<file path="config.mk">
export PLATFORM = sky130hd
export DESIGN_NAME = dsp_add_arbiter
export DESIGN_NICKNAME = d
export VERILOG_FILES = /design/src/rtl/dsp_add_arbiter.sv
export SDC_FILE = /design/constraint.sdc
export NUM_CORES = 1
export LEC_CHECK = 0
export ABC_AREA = 1
export CAP_MARGIN = 20
export CORE_MARGIN = 5
export CORE_UTILIZATION = 28
export CTS_CLUSTER_SIZE = 25
export DETAILED_ROUTE_END_ITERATION = 12
export PLACE_DENSITY_LB_ADDON = 0.3
export SYNTH_ARGS = -nofsm -noshare
export SYNTH_HDL_FRONTEND = slang
export SYNTH_SLANG_ARGS = --single-unit
export TNS_END_PERCENT = 10
</file>
<file path="constraint.sdc">
create_clock -name clk -period 4.4 [get_ports clk]
set_input_delay 0.44 -clock clk [delete_from_list [all_inputs] [get_ports clk]]
set_output_delay 0.44 -clock clk [all_outputs]
set_load 0.1 [all_outputs]
</file>
<file path="src/rtl/dsp_add_arbiter.sv">
// dsp_add_arbiter
//
// Shares one 32-bit dsp_add adder between two requesters. Each requester
// issues operations over a valid/ready request channel and receives sums over
// a valid/ready response channel. Operations are picked round-robin, held in a
// single operand register stage in front of the adder, and the sums are
// captured into a result register per requester. Latency is two cycles from
// request transfer to response valid, and throughput is one add per cycle.
//
// Ports:
//   clk                     system clock, rising edge
//   rst_n                   synchronous active-low reset
//   req{0,1}_valid/_ready   request handshake per requester
//   req{0,1}_a/_b           32-bit operands per requester
//   rsp{0,1}_valid/_ready   response handshake per requester
//   rsp{0,1}_sum            32-bit result per requester
//   grant_id                requester owning the operand stage (valid when busy)
//   busy                    operand stage occupied
//   op_count                completed operations, wraps modulo 2^CNT_W

// Adder mapped onto the SB_MAC16 tile; purely combinational.
module dsp_add (
    input  logic [31:0] a,
    input  logic [31:0] b,
    output logic [31:0] sum
);
    assign sum = a + b;
endmodule

module dsp_add_arbiter #(
    parameter int CNT_W = 16
) (
    input  logic             clk,
    input  logic             rst_n,
    input  logic             req0_valid,
    output logic             req0_ready,
    input  logic [31:0]      req0_a,
    input  logic [31:0]      req0_b,
    input  logic             req1_valid,
    output logic             req1_ready,
    input  logic [31:0]      req1_a,
    input  logic [31:0]      req1_b,
    output logic             rsp0_valid,
    input  logic             rsp0_ready,
    output logic [31:0]      rsp0_sum,
    output logic             rsp1_valid,
    input  logic             rsp1_ready,
    output logic [31:0]      rsp1_sum,
    output logic             grant_id,
    output logic             busy,
    output logic [CNT_W-1:0] op_count
);

    logic        opnd_valid;
    logic        opnd_id;
    logic [31:0] opnd_a;
    logic [31:0] opnd_b;
    logic        prio;
    logic [31:0] dsp_sum;
    logic        adv;
    logic        load_ok;
    logic        xfer0;
    logic        xfer1;

    dsp_add u_dsp_add (
        .a   (opnd_a),
        .b   (opnd_b),
        .sum (dsp_sum)
    );

    // The operand stage drains when the result register of its owner is
    // empty or being consumed this cycle; a stalled owner blocks everybody.
    assign adv     = opnd_valid & (opnd_id ? (!rsp1_valid | rsp1_ready)
                                           : (!rsp0_valid | rsp0_ready));
    assign load_ok = !opnd_valid | adv;

    // A requester wins when it is preferred, or when the other one is idle.
    // Written this way so ready never looks at the requester's own valid.
    assign req0_ready = load_ok & (!prio | !req1_valid);
    assign req1_ready = load_ok & ( prio | !req0_valid);

    // At most one of these can be set: with both valid only the preferred
    // requester sees ready.
    assign xfer0 = req0_valid & req0_ready;
    assign xfer1 = req1_valid & req1_ready;

    assign busy     = opnd_valid;
    assign grant_id = opnd_id;

    // Operand stage and round-robin pointer.
    always_ff @(posedge clk) begin
        if (!rst_n) begin
            opnd_valid <= 1'b0;
            opnd_id    <= 1'b0;
            opnd_a     <= '0;
            opnd_b     <= '0;
            prio       <= 1'b0;
        end else if (load_ok) begin
            opnd_valid <= xfer0 | xfer1;
            if (xfer0) begin
                opnd_id <= 1'b0;
                opnd_a  <= req0_a;
                opnd_b  <= req0_b;
                prio    <= 1'b1;
            end else if (xfer1) begin
                opnd_id <= 1'b1;
                opnd_a  <= req1_a;
                opnd_b  <= req1_b;
                prio    <= 1'b0;
            end
        end
    end

    // Result registers; a new capture wins over a same-cycle consume so the
    // valid flag stays up while the sum is replaced.
    always_ff @(posedge clk) begin
        if (!rst_n) begin
            rsp0_valid <= 1'b0;
            rsp0_sum   <= '0;
            rsp1_valid <= 1'b0;
            rsp1_sum   <= '0;
        end else begin
            if (adv && !opnd_id) begin
                rsp0_valid <= 1'b1;
                rsp0_sum   <= dsp_sum;
            end else if (rsp0_ready) begin
                rsp0_valid <= 1'b0;
            end
            if (adv && opnd_id) begin
                rsp1_valid <= 1'b1;
                rsp1_sum   <= dsp_sum;
            end else if (rsp1_ready) begin
                rsp1_valid <= 1'b0;
            end
        end
    end

    // Completed-operation counter.
    always_ff @(posedge clk) begin
        if (!rst_n) begin
            op_count <= '0;
        end else if (adv) begin
            op_count <= op_count + CNT_W'(1);
        end
    end

endmodule
</file>
# --- Yosys cells after proc, flatten, opt, wreduce, memory -nomap -nowiden ---
# Cells that the tools add are included.
word_totals:
  output_inout_bits: 86
  inputBits: 134
  wordCells: 49
  register_bits: 149
op_classes:
  n_bitwise: 11
  muxes: 13
  reduce_logical: 13
  add_sub_neg: 2
ops:
  columns: ["op", "count"]
  rows:
  - ["$mux W32", 4]
  - ["$add A32 B32 Y32", 1]
  - ["$add A16 B1 Y16 const B", 1]
  - ["$mux W1", 9]
  - ["$logic_not A1 Y1", 7]
  - ["$or A1 B1 Y1", 6]
  - ["$reduce_bool A2 Y1", 3]
  - ["$and A1 B1 Y1", 5]
  - ["$logic_and A1 B1 Y1", 2]
  - ["$reduce_and A2 Y1", 1]

# --- Depth between registers and ports, before layout ---
# Gate-level depths: netlist of the first run.
logic_depth:
  word_depth: 9
  depth_mapped: 13
  ltp_nobuf: 13

# --- Modules after synthesis ---
# A second synthesis of the first run with hierarchy kept.
hier_totals:
  cells_unflattened: 1456
  area_unflattened_um2: 9069.9
modules_own_cells:
  columns: ["module", "cells_per_inst", "seq_area_each_um2", "area_each_um2", "instances"]
  rows:
  - ["dsp_add_arbiter", 962, 2982.9, 6685.2, 1]
  - ["dsp_add", 494, 0.0, 2384.8, 1]

# --- Least setup slack after synthesis of the first run ---
# No wires, ideal clock.
synth_path:
  path_kind: "reg-to-output"
  start: "reg opnd_id, in the netlist grant_id"
  end: "out req0_ready"
  slack_ps: 1390
  arrival_ps: 2570
  path_stages_with_launch: 5
  required_time_ps: 3960
  cell_sequence: "dfxtp_1 -> nand2_2 -> nand2_4 -> nor2_4 -> nor2_1"
synth_via:
  elab_chain_cells: 4
synth_rtl:
  columns: ["element", "line_no", "rtl"]
  rows:
  - ["start, declared", "55", "logic opnd_id;"]
  - ["start signal, assigned", "94", "opnd_id <= 1'b0;"]
  - ["start signal, assigned", "101", "opnd_id <= 1'b0;"]
  - ["start signal, assigned", "106", "opnd_id <= 1'b1;"]
  - ["$mux W1", "73", "assign adv = opnd_valid & (opnd_id ? (!rsp1_valid | rsp1_ready)"]
  - ["$and A1 B1 Y1", "73", null]
  - ["$or A1 B1 Y1", "75", "assign load_ok = !opnd_valid | adv;"]
  - ["$and A1 B1 Y1", "79", "assign req0_ready = load_ok & (!prio | !req1_valid);"]
  - ["end, declared", "36", "output logic req0_ready,"]
# Every way passes these cells.

# --- Worst setup path after layout of the first run ---
layout_path:
  start: "reg opnd_id, in the netlist grant_id"
  end: "out grant_id"
layout_rtl:
  columns: ["element", "line_no", "rtl"]
  rows:
  - ["end, declared", "49", "output logic grant_id,"]
# No word-level cell between the ends.

==> flow_metrics.py, run 1 <==
metrics = {
    "setup_path": {
        "cp-end-kind": "output pin",
        "startpoint_type": "flop",
        "worst-path-max-fanout": 4,
        "crit_chain": "clkdlybuf4s50_1",
        "max_stage_delay_ns": 1.20,
        "critPathTopFamily": "buffers and inverters",
        "worstPathRequired_ns": 3.96,
        "minimum_setup_slack_among_reg_to_reg_paths_ns": 2.00,
        "timing.critical_path.arrival_ns": 2.13,
        "cp_num_buf_inv": 1,
        "critical_path.slowest_cell": "sky130_fd_sc_hd__clkdlybuf4s50_1",
        "worstSetupPathType": "flop to output pin",
    },
    "floorplanning": {
        "die_area_um2": 34920,
        "initial_utilization_pct": 28.49,
        "floorplan.die.height_um": 186.9,
        "core_um2": 30750,
        "top_level_i_o_count": 220,
        "num_rows": 64,
        "die_x_um": 186.9,
    },
    "synth": {
        "proportion_of_register_bits_with_asynchronous_set_or_reset_after_synthesis_pct": 0,
        "synth.cell_area_um2": 8760,
        "synth-warning-count": 0,
        "synth_top_cells_by_count": "sky130_fd_sc_hd__nand2_1, sky130_fd_sc_hd__inv_1, sky130_fd_sc_hd__dfxtp_1, sky130_fd_sc_hd__nand3_1, sky130_fd_sc_hd__nor2_1",
        "synth.most_common_cell": "sky130_fd_sc_hd__nand2_1",
        "syn_avg_cell_area_um2": 6.244,
        "synth.yosys.seq_area_share_pct": 34.05,
        "area_leader_netlist": "sky130_fd_sc_hd__dfxtp_1",
        "synth_cell_types": 36,
        "syn-num-nets": 1570,
        "synth_ff_type": "sky130_fd_sc_hd__dfxtp_1",
        "post_synth_main_area_contributors": "sky130_fd_sc_hd__dfxtp_1, sky130_fd_sc_hd__nand2_1, sky130_fd_sc_hd__inv_1",
        "synth_top_area_share_pct": 34.05,
        "synthesis.instances": 1403,
        "synth_edf_count": 0,
        "ys_seq_elements": 149,
    },
    "cts": {
        "cts-htree-levels": 4,
        "cts_resized": 0,
        "clkSlewWorstSetupHoldPaths_ns": 0.07,
        "cts_buffer_depth": 2,
        "tritoncts": "done",
        "cts_setup_buffers": 0,
        "cts_inserted_buffers": 17,
        "cts_hold_buf": 0,
        "clock-sinks": 149,
        "clock_latency_ns": 0.43,
        "clockRootBuffer": "sky130_fd_sc_hd__clkbuf_16",
    },
    "timing": {
        "totalNegativeSetupSlack_ns": 0,
        "number_of_max_slew_violations_in_the_final_report": 0,
        "setup_viol": 0,
        "clock.fmax_mhz": 389.8,
        "max-slew-margin-rel_pct": 30.81,
        "worst_pin_slew_ns": 1.035,
        "share_of_the_clock_period_used_by_the_worst_path_after_layout_pct": 58.30,
        "grt_setup_unrepaired": "no",
        "finalClockSkew_ns": 0.01439,
        "final.min_clock_period_ns": 2.565,
        "hold_violations": 0,
    },
    "global_routing": {
        "gr-usage-all-layers_pct": 15.89,
        "antenna_found_initial": 0,
        "global_route_wire_length_before_repair_um": 45210,
        "first_global_vias": 8506,
        "grt_max_degree": 82,
        "grt-ovfl-total": 0,
    },
    "detailed_routing": {
        "route.vias.total": 8682,
        "wl_per_cell_um": 13.92,
        "drt_iter0_drc": 529,
        "wl_um": 27960,
        "route.detailed.drc": 0,
        "drtAntennaViolNets": 0,
        "via_per_inst": 4.324,
        "detail_route.first_pass.iterations": 5,
    },
    "power_and_ir_drop": {
        "p_total_uw": 4231,
        "power_density_nw_per_um2": 356.7,
        "vdd_drop_max_v": 0.0002591,
        "leak_uw": 0.006245,
    },
    "job": {
        "max_cap_violations": 0,
    },
    "worst_hold_path": {
        "hp-class": "flop to flop",
    },
    "place": {
        "dp_hpwl_um": 22040,
        "gp_congestion": 0.8734,
        "numPortBuffers": 219,
        "placed_area_um2": 11240,
    },
    "cells_and_area": {
        "final_core_util_pct": 38.57,
        "total_of_fill_cells_in_the_finished_design": 3315,
        "area_growth_syn_to_layout_pct": 35.41,
        "post_route_cell_area_um2": 11860,
        "final_net_count": 1766,
        "number_of_diodes_added_for_antenna_fixing": 0,
        "post_route_cells_drive_above_1_share_pct": 3.536,
    },
    "outcome": {
        "status": "finished clean",
    },
}
==> per-layer routing <==
metal	global-route usage (%)	share of wire (%)	routed length [µm]
met4	3.584	1.1	298
met2	23.57	41	11480
met5	0	0	0
met3	3.826	5.5	1524
met1	23.33	52	14650
==> layout make-up <==
cell class                 count  area [µm²]  area share (%)
multi-input combinational    943        4553           38.39
sequential                   149        2983           25.15
timing repair buffer         225        2242           18.90
inverter                     263       987.2           8.323
tap                          396       495.5           4.177
clock buffer                  19       452.9           3.819
clock inverter                13       147.6           1.245
==> logic make-up after synthesis <==
logic type      synth area share, %
simple gates                  35.19
buf+inv                       14.27
flops                         34.05
compound gates                9.884
fa+ha+maj                     4.799
xor+xnor                      1.800
==> worst paths after layout <==
| path | end | from | cells after the start |
|---|---|---|---|
| worst max register to register | rsp1_sum[12] | opnd_b[0] | 9 |
| worst min-delay path | prio | prio | 2 |
| worst max-delay path | grant_id | grant_id | 1 |
| worst min register to register | prio | prio | 2 |
==> where the power goes <==
part           leakage [µW]  total, µW  switching, µW  internal [µW]
clock network      0.000282       1490            624            871
logic               0.00474       1210            828            386
registers           0.00122       1520           72.1           1450
total               0.00625       4230           1520           2710
==> sequential cells by signal, summed over array words and instances, names as in the netlist <==
| signal | flops |
|---|---|
| rsp1_valid | 1 |
| rsp0_sum | 32 |
| busy | 1 |
| prio | 1 |
| op_count | 16 |
| rsp0_valid | 1 |
| opnd_b | 32 |
| rsp1_sum | 32 |
| opnd_a | 32 |
| grant_id | 1 |
==> cells in the final DEF (no fill, tap or decap), types with 5 or more instances in the layout <==
master | netlist | final
sky130_fd_sc_hd__nand2_1 | 531 | 531
sky130_fd_sc_hd__a21o_1 | 6 | 6
sky130_fd_sc_hd__clkdlybuf4s50_1 | 0 | 216
sky130_fd_sc_hd__xnor2_1 | 6 | 6
sky130_fd_sc_hd__xor2_1 | 12 | 12
sky130_fd_sc_hd__a21oi_1 | 36 | 36
sky130_fd_sc_hd__o21a_1 | 33 | 33
sky130_fd_sc_hd__o21bai_1 | 25 | 25
sky130_fd_sc_hd__o21ai_0 | 33 | 33
sky130_fd_sc_hd__nand3_1 | 132 | 132
sky130_fd_sc_hd__inv_1 | 260 | 260
sky130_fd_sc_hd__nand4_1 | 5 | 5
sky130_fd_sc_hd__nor3_1 | 11 | 11
sky130_fd_sc_hd__clkbuf_16 | 0 | 17
sky130_fd_sc_hd__ha_1 | 32 | 32
sky130_fd_sc_hd__dfxtp_1 | 149 | 149
sky130_fd_sc_hd__buf_4 | 12 | 8
sky130_fd_sc_hd__nor2_1 | 61 | 60
==> through the flow <==
step / hold slack, ns / instances / setup slack [ns]
after floorplan: 0.4567 / 1403 / 1.390
after global placement: 0.4679 / 1975 / 1.636
after detailed placement: 0.4723 / 1975 / 1.606
after CTS: 0.4836 / 2007 / 1.831
after global routing: 0.5087 / 2008 / 1.799
final: 0.4846 / 2008 / 1.835
(Power assumes the default switching activity.)
==> run 2: changes to the inputs <==
clock period = 2.22 ns   (was 4.4 ns; I/O delays follow)
==> flow_metrics.py, run 2 (synthesized netlist as in run 1, its figures left out) <==
metrics = {
    "power_and_ir_drop": {
        "internal-power_uw": 5559,
        "power_switching_share_pct": 35.07,
        "power_density_nw_per_um2": 723.8,
        "vdd_drop_max_v": 0.0005054,
        "p_total_uw": 8561,
        "power.net_switching_uw": 3002,
        "leak_uw": 0.006471,
        "pwr-share-seq_pct": 35.2,
        "power_frac_comb_pct": 28.4,
        "share_clk_of_total_power_pct": 36.4,
    },
    "floorplanning": {
        "initial_utilization_pct": 28.49,
        "top_level_i_o_count": 220,
        "die_area_um2": 34920,
        "floorplan.die.height_um": 186.9,
        "num_rows": 64,
        "core_um2": 30750,
        "die_x_um": 186.9,
    },
    "worst_hold_path": {
        "hold_start": "rst_n",
        "hp-class": "input pin to flop",
        "min_delay_path_depth": 4,
        "worst_hold_path.endpoint": "op_count[0]",
    },
    "detailed_routing": {
        "drtAntennaViolNets": 0,
        "route.vias.total": 8868,
        "via_per_inst": 4.408,
        "detail_route.first_pass.iterations": 5,
        "drt_iter0_drc": 571,
        "route.detailed.drc": 0,
        "wl_um": 28550,
        "wl_per_cell_um": 14.19,
    },
    "setup_path": {
        "timing.critical_path.arrival_ns": 2.34,
        "worstPathRequired_ns": 2.53,
        "rr_startpoint": "opnd_a[0]",
        "cp-end-kind": "flop",
        "crit_chain": "ha_1 > fa_2 > nand3_1 > nand3_1 > nand3_1 > nand3_2 > nand3_1 > nand2_1 > nand2_1 > nand3_1 > nand2_1 > inv_1",
        "minimum_setup_slack_among_reg_to_reg_paths_ns": 0.20,
        "cpMostUsedCell": "sky130_fd_sc_hd__nand3_1",
        "max_stage_delay_ns": 0.40,
        "rr_endpoint": "rsp1_sum[20]",
        "worstSetupPathType": "flop to flop",
        "worstSetupStartpoint": "opnd_a[0]",
        "worst_r2r_path_depth": 12,
        "critical_path.slowest_cell": "sky130_fd_sc_hd__fa_2",
        "worst-path-max-fanout": 4,
        "startpoint_type": "flop",
    },
    "timing": {
        "setup_viol": 0,
        "hold_violations": 0,
        "grt_setup_unrepaired": "no",
        "holdWs_ns": 0.3538,
        "worst_pin_slew_ns": 0.6609,
        "number_of_max_slew_violations_in_the_final_report": 0,
        "clock.fmax_mhz": 494.5,
        "finalClockSkew_ns": 0.01110,
        "share_of_the_clock_period_used_by_the_worst_path_after_layout_pct": 91.09,
        "final.min_clock_period_ns": 2.022,
        "max-slew-margin-rel_pct": 55.89,
        "post-route-worst-setup-slack_ns": 0.1977,
    },
    "global_routing": {
        "first_global_vias": 8465,
        "gr-usage-all-layers_pct": 16.14,
        "grt_max_degree": 88,
        "grt-ovfl-total": 0,
        "global_route_wire_length_before_repair_um": 45860,
        "antenna_found_initial": 0,
    },
    "cts": {
        "clock-sinks": 149,
        "cts_inserted_buffers": 17,
        "clockRootBuffer": "sky130_fd_sc_hd__clkbuf_16",
        "clock_latency_ns": 0.42,
        "cts_resized": 0,
        "cts_setup_buffers": 0,
        "cts-htree-levels": 4,
        "tritoncts": "done",
        "clkSlewWorstSetupHoldPaths_ns": 0.07,
        "cts_hold_buf": 0,
        "cts_buffer_depth": 2,
    },
    "job": {
        "max_cap_violations": 0,
    },
    "cells_and_area": {
        "post_route_cells_drive_above_1_share_pct": 9.406,
        "final_cell_mix": "sky130_fd_sc_hd__nand2_1, sky130_fd_sc_hd__inv_1, sky130_fd_sc_hd__dfxtp_1, sky130_fd_sc_hd__clkdlybuf4s50_1, sky130_fd_sc_hd__nand3_1",
        "final_net_count": 1770,
        "area_growth_syn_to_layout_pct": 35.02,
        "commonest_non_fill_non_tap_cell_in_the_layout": "sky130_fd_sc_hd__nand2_1",
        "finish.cell_count_without_fillers": 2012,
        "number_of_diodes_added_for_antenna_fixing": 0,
        "final_core_util_pct": 38.46,
        "total_of_fill_cells_in_the_finished_design": 3350,
    },
    "place": {
        "dp_hpwl_um": 22800,
        "numPortBuffers": 219,
        "place.detailed.instances": 1980,
        "gp_congestion": 0.9006,
        "preCtsSetupSlack_ns": 0.01984,
    },
    "outcome": {
        "status": "finished clean",
    },
}
[run 2: cell types whose count changed in the layout (fill, tap and decap cells not counted), sizes merged]
cell / before / now
clkdlybuf4s50: 216 / 132
clkinv: 5 / 3
bufinv: 2 / 4
inv: 265 / 264
buf: 9 / 97
clkbuf: 19 / 20
[run 2: per-stage QoR]
stage / area [µm²] / setup TNS [ns]
3_3_place_gp: 11190 / 0
3_5_place_dp: 11190 / 0
6_report: 11830 / 0
2_1_floorplan: 8777 / -0.006444
4_1_cts: 11810 / 0
5_1_grt: 11830 / 0
[run 2: worst max-delay path, delay by kind of cell, from the launching register on]
kind / cells / cell delay [ns]
simple gates: 9 / 0.92
flops: 1 / 0.32
fa+ha+maj: 2 / 0.64
buf+inv: 1 / 0.03
[run 2: layer usage]
metal	wire length, µm	global-route usage [%]
met3	1673	3.807
met1	15080	24.64
met2	11520	23.01
met5	0	0
met4	281	3.328
[run 2: power groups by stage]
stage,sequential [µW],combinational (µW),clock (µW)
global placement,3070,2430,0
global route,3040,2650,3300
CTS,3020,2450,3200
finish,3020,2430,3110
detailed placement,3070,2440,0
floorplan,3740,973,0
[run 2: worst max path at each step]
stage                               to  slack, ns  depth (start not counted)
final                     rsp1_sum[20]       0.20                         12
after floorplan           op_count[15]     -0.006                          9
after CTS                 rsp1_sum[12]       0.04                          9
after detailed placement     opnd_b[6]       0.02                         13
after global placement       opnd_b[6]       0.05                         13
after global routing      rsp0_sum[19]       0.02                         10
[run 2: final cells by class]
class	count	area (µm²)	share of cell area [%]
Multi-Input combinational cell	943	4581	38.73
Tap cell	396	495.5	4.189
Timing Repair Buffer	229	2150	18.17
Sequential cell	149	2990	25.28
Clock inverter	12	177.7	1.502
Clock buffer	20	446.7	3.777
Inverter	263	987.2	8.347
==> run 3: changes to the inputs <==
PLACE_DENSITY_LB_ADDON = default   (was 0.3)
==> flow_metrics.py, run 3 (synthesized netlist as in run 1, its figures left out) <==
metrics = {
    "cells_and_area": {
        "commonest_non_fill_non_tap_cell_in_the_layout": "sky130_fd_sc_hd__nand2_1",
        "post_route_cell_area_um2": 11790,
        "total_of_fill_cells_in_the_finished_design": 3340,
        "post_route_cells_drive_above_1_share_pct": 9.642,
        "area_growth_syn_to_layout_pct": 34.57,
        "finish.cell_count_without_fillers": 2014,
        "number_of_diodes_added_for_antenna_fixing": 0,
        "final_cell_mix": "sky130_fd_sc_hd__nand2_1, sky130_fd_sc_hd__inv_1, sky130_fd_sc_hd__dfxtp_1, sky130_fd_sc_hd__clkdlybuf4s50_1, sky130_fd_sc_hd__nand3_1",
        "final_net_count": 1772,
    },
    "setup_path": {
        "rr_endpoint": "rsp0_sum[21]",
        "minimum_setup_slack_among_reg_to_reg_paths_ns": 0.24,
        "worst-path-max-fanout": 6,
        "worst_r2r_path_depth": 13,
        "worstSetupPathType": "flop to flop",
        "cpMostUsedCell": "sky130_fd_sc_hd__nand2_1",
        "worstPathRequired_ns": 2.56,
        "startpoint_type": "flop",
        "critical_path.slowest_cell": "sky130_fd_sc_hd__ha_1",
        "cp-end-kind": "flop",
        "max_stage_delay_ns": 0.41,
        "timing.critical_path.arrival_ns": 2.32,
        "rr_startpoint": "opnd_a[2]",
        "crit_chain": "ha_1 > nor2_1 > inv_1 > nand3_1 > nand2_1 > nand2_1 > nand2_1 > nand2_1 > nand2_1 > nand2_1 > nand3_1 > nand2_1 > inv_1",
    },
    "timing": {
        "share_of_the_clock_period_used_by_the_worst_path_after_layout_pct": 89.32,
        "final.min_clock_period_ns": 1.983,
        "worst_pin_slew_ns": 0.6291,
        "clock.fmax_mhz": 504.3,
        "finalClockSkew_ns": 0.009039,
        "max-slew-margin-rel_pct": 58.01,
        "hold_violations": 0,
        "number_of_max_slew_violations_in_the_final_report": 0,
        "grt_setup_unrepaired": "no",
        "setup_viol": 0,
        "holdWs_ns": 0.2273,
    },
    "floorplanning": {
        "die_x_um": 186.9,
        "core_um2": 30750,
        "top_level_i_o_count": 220,
        "initial_utilization_pct": 28.49,
        "floorplan.die.height_um": 186.9,
        "num_rows": 64,
        "die_area_um2": 34920,
    },
    "cts": {
        "clkSlewWorstSetupHoldPaths_ns": 0.07,
        "clock-sinks": 149,
        "clock_latency_ns": 0.43,
        "cts_buffer_depth": 2,
        "cts_setup_buffers": 0,
        "cts-htree-levels": 4,
        "clockRootBuffer": "sky130_fd_sc_hd__clkbuf_16",
        "cts_inserted_buffers": 17,
        "tritoncts": "done",
    },
    "power_and_ir_drop": {
        "power.net_switching_uw": 3105,
        "leak_uw": 0.006454,
        "p_total_uw": 8319,
        "share_clk_of_total_power_pct": 34.5,
        "power_density_nw_per_um2": 705.7,
        "pwr-share-seq_pct": 36.2,
        "vdd_drop_max_v": 0.0005056,
        "internal-power_uw": 5214,
        "power_frac_comb_pct": 29.3,
        "power_switching_share_pct": 37.33,
    },
    "place": {
        "numPortBuffers": 219,
        "placed_area_um2": 11200,
        "gp_congestion": 0.8901,
        "dp_hpwl_um": 22680,
        "place.detailed.instances": 1982,
    },
    "detailed_routing": {
        "drt_iter0_drc": 432,
        "wl_um": 28420,
        "drtAntennaViolNets": 0,
        "wl_per_cell_um": 14.11,
        "route.detailed.drc": 0,
        "route.vias.total": 8778,
        "detail_route.first_pass.iterations": 5,
        "via_per_inst": 4.358,
    },
    "worst_hold_path": {
        "worst_hold_path.endpoint": "rsp0_sum[21]",
        "min_delay_path_depth": 4,
        "hold_start": "rst_n",
        "hp-class": "input pin to flop",
    },
    "outcome": {
        "status": "finished clean",
    },
    "global_routing": {
        "grt-ovfl-total": 0,
        "gr-usage-all-layers_pct": 16.04,
        "first_global_vias": 8544,
        "grt_max_degree": 65,
        "antenna_found_initial": 0,
        "global_route_wire_length_before_repair_um": 45690,
    },
    "job": {
        "max_cap_violations": 0,
    },
}
==> run 3: cell count changes in the layout (fill, tap and decap cells not counted), sizes merged <==
| cell | change |
|---|---|
| inv | +6 |
| buf | +2 |
| clkbuf | -3 |
| clkinv | -2 |
| clkinvlp | +2 |
| bufinv | -3 |
==> run 3: worst max path at each step <==
stage	cells after the start	endpoint	startpoint	slack, ns
floorplan	9	op_count[15]	op_count[2]	-0.006
global placement	9	rsp0_sum[12]	opnd_a[0]	0.03
detailed placement	9	rsp1_sum[12]	opnd_a[0]	0.06
CTS	9	rsp0_sum[12]	opnd_a[0]	0.04
global route	12	rsp0_sum[23]	opnd_b[6]	0.04
finish	13	rsp0_sum[21]	opnd_a[2]	0.24
==> run 3: power groups by stage <==
stage	combinational [µW]	sequential, µW	clock [µW]
after floorplan	973	3740	0
after global placement	2440	3070	0
after detailed placement	2440	3080	0
after CTS	2450	3020	2960
after global routing	2650	3040	3070
final	2440	3010	2870
==> run 3: cell type report <==
| class | count | area, µm² | area share, % |
|---|---|---|---|
| clock buffers | 17 | 425.4 | 3.609 |
| inverters | 263 | 987.2 | 8.375 |
| repair buffers | 231 | 2165 | 18.36 |
| clock inverters | 15 | 145.1 | 1.231 |
| multi-input cells | 943 | 4579 | 38.85 |
| flip-flops and latches | 149 | 2990 | 25.37 |
| well taps | 396 | 495.5 | 4.203 |
==> run 3: layer usage <==
layer	up-vias	track usage [%]	part of all wire [%]
met1	3836	24.18	52
met2	239	23.43	41
met3	17	3.602	5.6
li1	4686	-	-
met4	0	3.214	1.0
met5	-	0	0
==> run 3: through the flow <==
| stage | setup slack, ns | utilization [%] | setup TNS [ns] |
|---|---|---|---|
| 3_3_place_gp | 0.03282 | 36.43 | 0 |
| 6_report | 0.2372 | 38.33 | 0 |
| 5_1_grt | 0.03973 | 38.33 | 0 |
| 2_1_floorplan | -0.006444 | - | -0.006444 |
| 3_5_place_dp | 0.05514 | 36.43 | 0 |
| 4_1_cts | 0.04284 | 38.28 | 0 |
==> run 3: critical path, delay by kind of cell, from the launching register on <==
family                     cells  cell delay [ns]
buffers and inverters          2             0.11
and+or+nand+nor               10             1.06
DFF                            1             0.32
adders and majority gates      1             0.41
==> run 3: what timing repair did <==
action	in CTS	in global routing
setup endpoints to repair	0	13
hold buffers	0	0
gates resized for setup	0	4
